## config.mk

```make
export PLATFORM = sky130hd
export DESIGN_NAME = capture_demux
export DESIGN_NICKNAME = d
export VERILOG_FILES = /design/src/rtl/capture_demux.sv
export SDC_FILE = /design/constraint.sdc
export NUM_CORES = 1
export LEC_CHECK = 0
export BUFFER_PORTS_ARGS = -buffer_cell sky130_fd_sc_hd__buf_4
export CELL_PAD_IN_SITES_DETAIL_PLACEMENT = 0
export CELL_PAD_IN_SITES_GLOBAL_PLACEMENT = 1
export CORE_AREA = 2 2 527 529
export CTS_BUF_LIST = sky130_fd_sc_hd__clkbuf_8 sky130_fd_sc_hd__clkbuf_16
export DETAILED_ROUTE_END_ITERATION = 16
export DIE_AREA = 0 0 529 531
export GPL_TIMING_DRIVEN = 0
export PLACE_DENSITY = 0.36
export SYNTH_ARGS = -nofsm -noshare
export SYNTH_HDL_FRONTEND = slang
export SYNTH_SLANG_ARGS = --single-unit
```

## constraint.sdc

```tcl
create_clock -name axi_aclk -period 5.2 [get_ports axi_aclk]
set_input_delay 1.56 -clock axi_aclk [delete_from_list [all_inputs] [get_ports axi_aclk]]
set_output_delay 1.56 -clock axi_aclk [all_outputs]
set_load 0.02 [all_outputs]
```

## src/rtl/capture_demux.sv

```systemverilog
// capture_demux: splits the merged capture stream into a forwarding stream (port 0) and a capture stream (port 1), routing whole packets by the duplicate flag in tuser.
// Optional macro CAPTURE_DROP_EN: capture packets whose SOP finds the output slot busy are discarded and counted in drop_cnt.
module capture_demux #(
    parameter int C_AXIS_DATA_WIDTH  = 256,
    parameter int C_AXIS_TUSER_WIDTH = 128,
    parameter int DUP_FLAG_BIT       = 32
) (
    input  logic                            axi_aclk,
    input  logic                            axi_aresetn,
    input  logic [C_AXIS_DATA_WIDTH-1:0]    s_axis_tdata,
    input  logic [C_AXIS_DATA_WIDTH/8-1:0]  s_axis_tstrb,
    input  logic [C_AXIS_TUSER_WIDTH-1:0]   s_axis_tuser,
    input  logic                            s_axis_tvalid,
    input  logic                            s_axis_tlast,
    output logic                            s_axis_tready,
    output logic [C_AXIS_DATA_WIDTH-1:0]    m_axis_tdata_0,
    output logic [C_AXIS_DATA_WIDTH/8-1:0]  m_axis_tstrb_0,
    output logic [C_AXIS_TUSER_WIDTH-1:0]   m_axis_tuser_0,
    output logic                            m_axis_tvalid_0,
    output logic                            m_axis_tlast_0,
    input  logic                            m_axis_tready_0,
    output logic [C_AXIS_DATA_WIDTH-1:0]    m_axis_tdata_1,
    output logic [C_AXIS_DATA_WIDTH/8-1:0]  m_axis_tstrb_1,
    output logic [C_AXIS_TUSER_WIDTH-1:0]   m_axis_tuser_1,
    output logic                            m_axis_tvalid_1,
    output logic                            m_axis_tlast_1,
    input  logic                            m_axis_tready_1,
    output logic [31:0]                     pkt_cnt_0,
    output logic [31:0]                     pkt_cnt_1,
    output logic [31:0]                     drop_cnt
);
    // state | meaning
    // IDLE  | next input beat is a start of packet; its flag picks the route
    // FWD   | inside a packet; beats follow the route latched at SOP
    // DROP  | inside a discarded capture packet (CAPTURE_DROP_EN only)
    typedef enum logic [1:0] {
        IDLE = 2'd0,
        FWD  = 2'd1
`ifdef CAPTURE_DROP_EN
        , DROP = 2'd2
`endif
    } state_t;

    state_t                          state_q, state_d;
    logic                            cur_dest_q, cur_dest_d;
    logic                            slot_valid_q, slot_valid_d;
    logic                            slot_dest_q, slot_dest_d;
    logic                            slot_last_q, slot_last_d;
    logic [C_AXIS_DATA_WIDTH-1:0]    slot_data_q, slot_data_d;
    logic [C_AXIS_DATA_WIDTH/8-1:0]  slot_strb_q, slot_strb_d;
    logic [C_AXIS_TUSER_WIDTH-1:0]   slot_user_q, slot_user_d;
    logic [31:0]                     pkt_cnt_0_q, pkt_cnt_0_d;
    logic [31:0]                     pkt_cnt_1_q, pkt_cnt_1_d;

    logic sel, dest_ready, drain, slot_free, discard, ready, accept, load;
    logic [C_AXIS_TUSER_WIDTH-1:0] user_clr;

    always_comb begin
        sel        = s_axis_tuser[DUP_FLAG_BIT];
        dest_ready = slot_dest_q ? m_axis_tready_1 : m_axis_tready_0;
        drain      = slot_valid_q & dest_ready;
        slot_free  = ~slot_valid_q | dest_ready;
        discard    = 1'b0;
        ready      = slot_free;
`ifdef CAPTURE_DROP_EN
        // A capture SOP that would stall is swallowed so forwarding never waits on the capture port.
        discard    = ((state_q == IDLE) & s_axis_tvalid & sel & ~slot_free) | (state_q == DROP);
        ready      = slot_free | discard;
`endif
        // Reset holds the input stalled regardless of slot state.
        s_axis_tready = axi_aresetn & ready;
        accept        = s_axis_tvalid & s_axis_tready;
        load          = accept & ~discard;

        user_clr               = s_axis_tuser;
        user_clr[DUP_FLAG_BIT] = 1'b0;

        state_d    = state_q;
        cur_dest_d = cur_dest_q;
        case (state_q)
            IDLE: begin
                if (load) cur_dest_d = sel;
                if (accept && !s_axis_tlast) begin
`ifdef CAPTURE_DROP_EN
                    state_d = discard ? DROP : FWD;
`else
                    state_d = FWD;
`endif
                end
            end
            FWD:     if (accept && s_axis_tlast) state_d = IDLE;
`ifdef CAPTURE_DROP_EN
            DROP:    if (accept && s_axis_tlast) state_d = IDLE;
`endif
            default: state_d = IDLE;
        endcase

        slot_valid_d = slot_valid_q;
        slot_dest_d  = slot_dest_q;
        slot_last_d  = slot_last_q;
        slot_data_d  = slot_data_q;
        slot_strb_d  = slot_strb_q;
        slot_user_d  = slot_user_q;
        if (load) begin
            slot_valid_d = 1'b1;
            slot_dest_d  = (state_q == IDLE) ? sel : cur_dest_q;
            slot_last_d  = s_axis_tlast;
            slot_data_d  = s_axis_tdata;
            slot_strb_d  = s_axis_tstrb;
            slot_user_d  = user_clr;
        end else if (drain) begin
            slot_valid_d = 1'b0;
        end

        pkt_cnt_0_d = pkt_cnt_0_q + {31'd0, drain & slot_last_q & ~slot_dest_q};
        pkt_cnt_1_d = pkt_cnt_1_q + {31'd0, drain & slot_last_q & slot_dest_q};
    end

    always_ff @(posedge axi_aclk or negedge axi_aresetn) begin
        if (!axi_aresetn) begin
            state_q      <= IDLE;
            cur_dest_q   <= 1'b0;
            slot_valid_q <= 1'b0;
            slot_dest_q  <= 1'b0;
            slot_last_q  <= 1'b0;
            slot_data_q  <= '0;
            slot_strb_q  <= '0;
            slot_user_q  <= '0;
            pkt_cnt_0_q  <= '0;
            pkt_cnt_1_q  <= '0;
        end else begin
            state_q      <= state_d;
            cur_dest_q   <= cur_dest_d;
            slot_valid_q <= slot_valid_d;
            slot_dest_q  <= slot_dest_d;
            slot_last_q  <= slot_last_d;
            slot_data_q  <= slot_data_d;
            slot_strb_q  <= slot_strb_d;
            slot_user_q  <= slot_user_d;
            pkt_cnt_0_q  <= pkt_cnt_0_d;
            pkt_cnt_1_q  <= pkt_cnt_1_d;
        end
    end

`ifdef CAPTURE_DROP_EN
    logic [31:0] drop_cnt_q, drop_cnt_d;

    always_comb drop_cnt_d = drop_cnt_q + {31'd0, accept & discard & (state_q == IDLE)};

    always_ff @(posedge axi_aclk or negedge axi_aresetn) begin
        if (!axi_aresetn) drop_cnt_q <= '0;
        else              drop_cnt_q <= drop_cnt_d;
    end

    assign drop_cnt = drop_cnt_q;
`else
    assign drop_cnt = '0;
`endif

    assign m_axis_tdata_0  = slot_data_q;
    assign m_axis_tstrb_0  = slot_strb_q;
    assign m_axis_tuser_0  = slot_user_q;
    assign m_axis_tlast_0  = slot_last_q;
    assign m_axis_tvalid_0 = slot_valid_q & ~slot_dest_q;
    assign m_axis_tdata_1  = slot_data_q;
    assign m_axis_tstrb_1  = slot_strb_q;
    assign m_axis_tuser_1  = slot_user_q;
    assign m_axis_tlast_1  = slot_last_q;
    assign m_axis_tvalid_1 = slot_valid_q & slot_dest_q;
    assign pkt_cnt_0       = pkt_cnt_0_q;
    assign pkt_cnt_1       = pkt_cnt_1_q;
endmodule

```

# Yosys cells after proc, flatten, opt, wreduce, memory -nomap -nowiden
# Cells that the tools add are included.
[word_totals]
register_bits = 485
latchBits = 0
mem_bits_rw = 0
romBits = 0
out_inout_bits = 933
elab_cells = 40
memories = 0
[classes]
add_sub_neg = 2
mul = 0
n_div = 0
order_cmp = 0
eq_ne = 3
shifts = 0
muxes = 7
bitwise = 11
reduce_logical = 7
[ops]
columns = ["operator", "n"]
rows = [
  ["32-bit by 1-bit adder with 32-bit output", 2],
  ["1-bit bitwise AND", 8],
  ["1-bit two-way mux", 4],
  ["2-bit two-way mux", 2],
  ["2-bit != test, second input constant", 2],
  ["2-bit case mux with 2 select lines", 1],
  ["2-bit AND reduction", 2],
  ["2-bit by 1-bit == test with 1-bit output, second input constant", 1],
  ["1-bit logical AND", 2],
  ["2-bit zero test", 1],
  ["1-bit NOT", 2],
  ["2-bit nonzero test", 1],
  ["1-bit zero test", 1],
  ["1-bit bitwise OR", 1],
]

# Longest topological paths before layout
[logic_depth]
depth_word = 7
mapped_depth = 9

# Worst setup path before layout
# No wires, ideal clock.
[synth_timing]
kind = "input to output"
start = "in m_axis_tready_0"
end = "out s_axis_tready"
arrival_ns = 2.149
required_time_ns = 3.640
setup_slack_ns = 1.491
cell_stages = 2
cell_sequence = "nand2b_1 a31oi_1"
[synth_between]
elab_chain_len = 3
[synth_lines]
columns = ["item", "line", "text"]
rows = [
  ["from (decl)", "21", "input logic m_axis_tready_0,"],
  ["1-bit two-way mux", "60", "dest_ready = slot_dest_q ? m_axis_tready_1 : m_axis_tready_0;"],
  ["1-bit bitwise OR", "62", "slot_free = ~slot_valid_q | dest_ready;"],
  ["1-bit bitwise AND", "71", "s_axis_tready = axi_aresetn & ready;"],
  ["to (decl)", "15", "output logic s_axis_tready,"],
]
# Every way passes these cells.

# Worst setup path after layout
[layout_timing]
start = "in axi_aresetn"
end = "out s_axis_tready"
[layout_between]
elab_chain_len = 1
[layout_lines]
columns = ["item", "line", "text"]
rows = [
  ["from (decl)", "9", "input logic axi_aresetn,"],
  ["1-bit bitwise AND", "71", ""],
]
# Every way passes these cells.

==> results.py <==
metrics = {
    "floorplanning": {
        "core_mm2": 0.2753,
        "dieArea_mm2": 0.2809,
        "placementRows": 193,
        "start_util_pct": 7.951,
        "die_h_um": 531,
        "num_io_pins": 1355,
        "die_w_um": 529,
    },
    "synthesis": {
        "ys.flop_type": "dfrtp_1",
        "async_flop_share_pct": 100.0,
        "synthCells": 1613,
        "ys_seq_area_share_pct": 55.34,
        "syn_avg_cell_area_um2": 13.57,
        "synth_area_mm2": 0.02189,
        "synth_seq_cells": 484,
        "synth_edf_count": 0,
        "synth_top_area_cell": "dfrtp_1",
        "synth.top_cell.area_share_pct": 55.34,
        "yosysMostFrequentCell": "dfrtp_1",
        "yosys_warnings": 0,
        "yosys-top-cells-count": "dfrtp_1, buf_4, mux2_2",
        "ys_types": 35,
        "synth.area.top_cells": "dfrtp_1, mux2_2, buf_4",
    },
    "global_routing": {
        "antenna_found_initial": 40,
        "gr-total-overflow": 0,
        "grt_first_pass_wirelength_um": 179700,
        "grt_max_degree": 97,
        "track_usage_pct": 9.650,
        "grt_pass1_vias": 18010,
    },
    "drt": {
        "ant_nets": 0,
        "wl_um": 141900,
        "dr.pass1.iters": 4,
        "drt-vias-per-instance": 2.606,
        "routedWlPerCell_um": 21.10,
        "num_vias": 17530,
        "drtIter0Drc": 446,
        "drcViolationCount": 0,
    },
    "final_layout": {
        "fillers": 31080,
        "ff_latch_area_mm2": 0.01211,
        "multi_input_area_mm2": 0.006173,
        "final_cell_area_mm2": 0.03912,
        "final_cells": 6727,
        "syn_to_final_growth_pct": 78.71,
        "layout.nets": 3474,
        "drive_gt1_share_pct": 76.06,
    },
    "timing": {
        "timing.final.ws_setup_ns": 0.5967,
        "fin_hold_ws_ns": 0.4802,
        "finClkSkew_ns": 0.02375,
        "fin_crit_sh_pct": 88.52,
        "relSlewSlack_pct": 38.53,
        "final.min_clock_period_ns": 4.603,
        "finalHoldViolCount": 0,
        "grt_setup_unrepaired": "no",
        "slew_violations": 0,
        "fmax_ghz": 0.2172,
        "tightestPinTransition_ns": 0.9144,
        "setup_violations": 0,
    },
    "setup_path": {
        "required_ns": 3.64,
        "max_stage_delay_ns": 0.37,
        "rr_startpoint": "m_axis_tlast_0",
        "end_kind": "output pin",
        "r2r_end": "pkt_cnt_1[25]",
        "cpMaxStageDelayCell": "buf_16",
        "path_class": "primary input to output pin",
        "arrival_ns": 3.04,
        "critPathLaunchType": "primary input",
        "path_cells": "buf_8 -> buf_16 -> inv_1 -> a31oi_1 -> buf_4",
        "r2r_slack_ns": 2.48,
        "r2r_cells": 8,
        "cp_max_fo": 86,
    },
    "worst_hold_path": {
        "hold_end": "pkt_cnt_1[31]",
        "min_path_type": "flip-flop to flip-flop",
        "min-delay-start": "pkt_cnt_1[31]",
        "min_path_cells": 1,
    },
    "clock_tree": {
        "clk_latency_ns": 0.69,
        "cts_resized": 0,
        "clockBufferDepth": 3,
        "post-cts-setup-buffers": 0,
        "cts_tree": "yes",
        "holdBufCountCts": 0,
        "cts_buffers": 74,
        "clkTransAtPathRegs_ns": 0.05,
        "cts_sinks": 484,
        "cts_root_buffer": "clkbuf_16",
        "h-tree-depth": 3,
    },
    "place": {
        "dp_cells": 6578,
        "place_area_mm2": 0.03658,
        "dp_slack_ns": 0.5097,
        "gp_congestion": 0.7465,
        "portBuffers": 1320,
        "hpwl_um": 121000,
    },
    "outcome": {
        "outcome": "completed",
    },
    "power": {
        "combPwrFrac_pct": 47.8,
        "p_int_mw": 13.58,
        "total_power_mw": 22.97,
        "seqPwrFrac_pct": 29.5,
        "peakVddDrop_uv": 275.3,
        "p_leak_nw": 18.24,
        "power.share.clock_pct": 22.7,
        "power_switching_mw": 9.389,
        "switching_share_pct": 40.88,
        "p_per_area_mw_per_mm2": 587.2,
    },
    "job": {
        "cap_violations": 0,
    },
}
## per-layer routing
layer / vias up / track usage [%] / part of all wire [%] / routed length (um)
li1: 7879 / - / - / -
met1: 8492 / 11.00 / 39 / 55170
met2: 964 / 17.37 / 51 / 71850
met3: 189 / 2.399 / 7.0 / 9910
met4: 4 / 3.308 / 3.5 / 4972
met5: - / 0 / 0.014 / 20
## final cells by class
| type | instances | area share [%] |
|---|---|---|
| diodes | 16 | 0.1024 |
| plain buffers | 504 | 9.430 |
| well taps | 3607 | 11.54 |
| multi-input cells | 648 | 15.78 |
| flip-flops and latches | 484 | 30.96 |
| inverters | 10 | 0.09596 |
| clock inverters | 47 | 1.196 |
| clock buffers | 86 | 5.185 |
| repair buffers | 1325 | 25.71 |
## how the worst max path moves through the flow
stage | end | cells after the start | slack, ns | startpoint
after floorplan | s_axis_tready | 2 | 1.49 | m_axis_tready_0
after global placement | s_axis_tready | 4 | -4.45 | axi_aresetn
after global routing | s_axis_tready | 5 | 0.39 | axi_aresetn
after detailed placement | s_axis_tready | 5 | 0.51 | axi_aresetn
after CTS | s_axis_tready | 5 | 0.51 | axi_aresetn
final | s_axis_tready | 5 | 0.60 | axi_aresetn
## layout by cell type (no fill, tap or decap), types with 2 or more instances in the layout
cell type / Yosys / layout
buf_4: 461 / 1780
dfrtp_1: 484 / 484
mux2_2: 417 / 417
clkbuf_16: 0 / 75
xnor2_1: 39 / 39
buf_2: 35 / 35
conb_1: 1 / 34
inv_1: 10 / 29
nand3_1: 29 / 29
xor2_1: 21 / 21
nand2_1: 18 / 18
nand4_1: 18 / 18
diode_2: 0 / 16
nor2_1: 14 / 14
clkbuf_8: 0 / 11
clkinv_2: 0 / 11
nor3_1: 10 / 10
and3_1: 8 / 8
and2_1: 6 / 6
bufinv_16: 0 / 6
and4_1: 5 / 5
clkbuf_1: 5 / 5
nor4_1: 5 / 5
ha_1: 5 / 5
buf_16: 0 / 5
buf_6: 3 / 3
inv_6: 0 / 3
clkinvlp_4: 0 / 3
nand2b_1: 2 / 2
nor4_2: 2 / 2
nor2b_1: 2 / 2
a31oi_1: 2 / 2
clkinv_8: 0 / 2
clkinv_16: 0 / 2
## power by group through the flow
stage	clock network [mW]	logic, mW	registers (mW)
final	5.22	11.0	6.78
after global routing	5.65	11.5	7.02
after CTS	5.55	11.2	6.91
after detailed placement	0	11.2	6.95
after global placement	0	11.2	6.93
after floorplan	0	4.64	7.35
## sequential cells by signal, summed over array words and instances (netlist names)
name and count:
m_axis_tlast_0 1, slot_valid_q 1, m_axis_tdata_0 256, pkt_cnt_0 32, pkt_cnt_1 32, slot_dest_q 1
state_q 1, m_axis_tuser_0 127, cur_dest_q 1, m_axis_tstrb_0 32
## critical path, delay by kind of cell
family,cells,cell delay (ns)
AO/OA/AOI/OAI,1,0.27
buffers and inverters,4,1.03
## kinds of logic (layout without fill, tap and decap cells)
logic type,count (synthesis),in the layout,share of synthesized area (%)
compound gates,5,5,0.1486
xor+xnor,60,60,2.401
fa+ha+maj,5,5,0.2858
buf+inv,514,1972,17.02
flops,484,484,55.34
mux,418,418,21.50
other cells,1,50,0.01713
simple gates,126,126,3.287
## per-stage QoR
| step | utilization (%) | setup TNS (ns) |
|---|---|---|
| finish | 14.21 | 0 |
| global route | 14.19 | 0 |
| CTS | 14.19 | 0 |
| detailed placement | 13.29 | 0 |
| global placement | 13.23 | -3518.58 |
| floorplan | - | 0 |
Note: power is estimated with default switching activity, not from simulation.
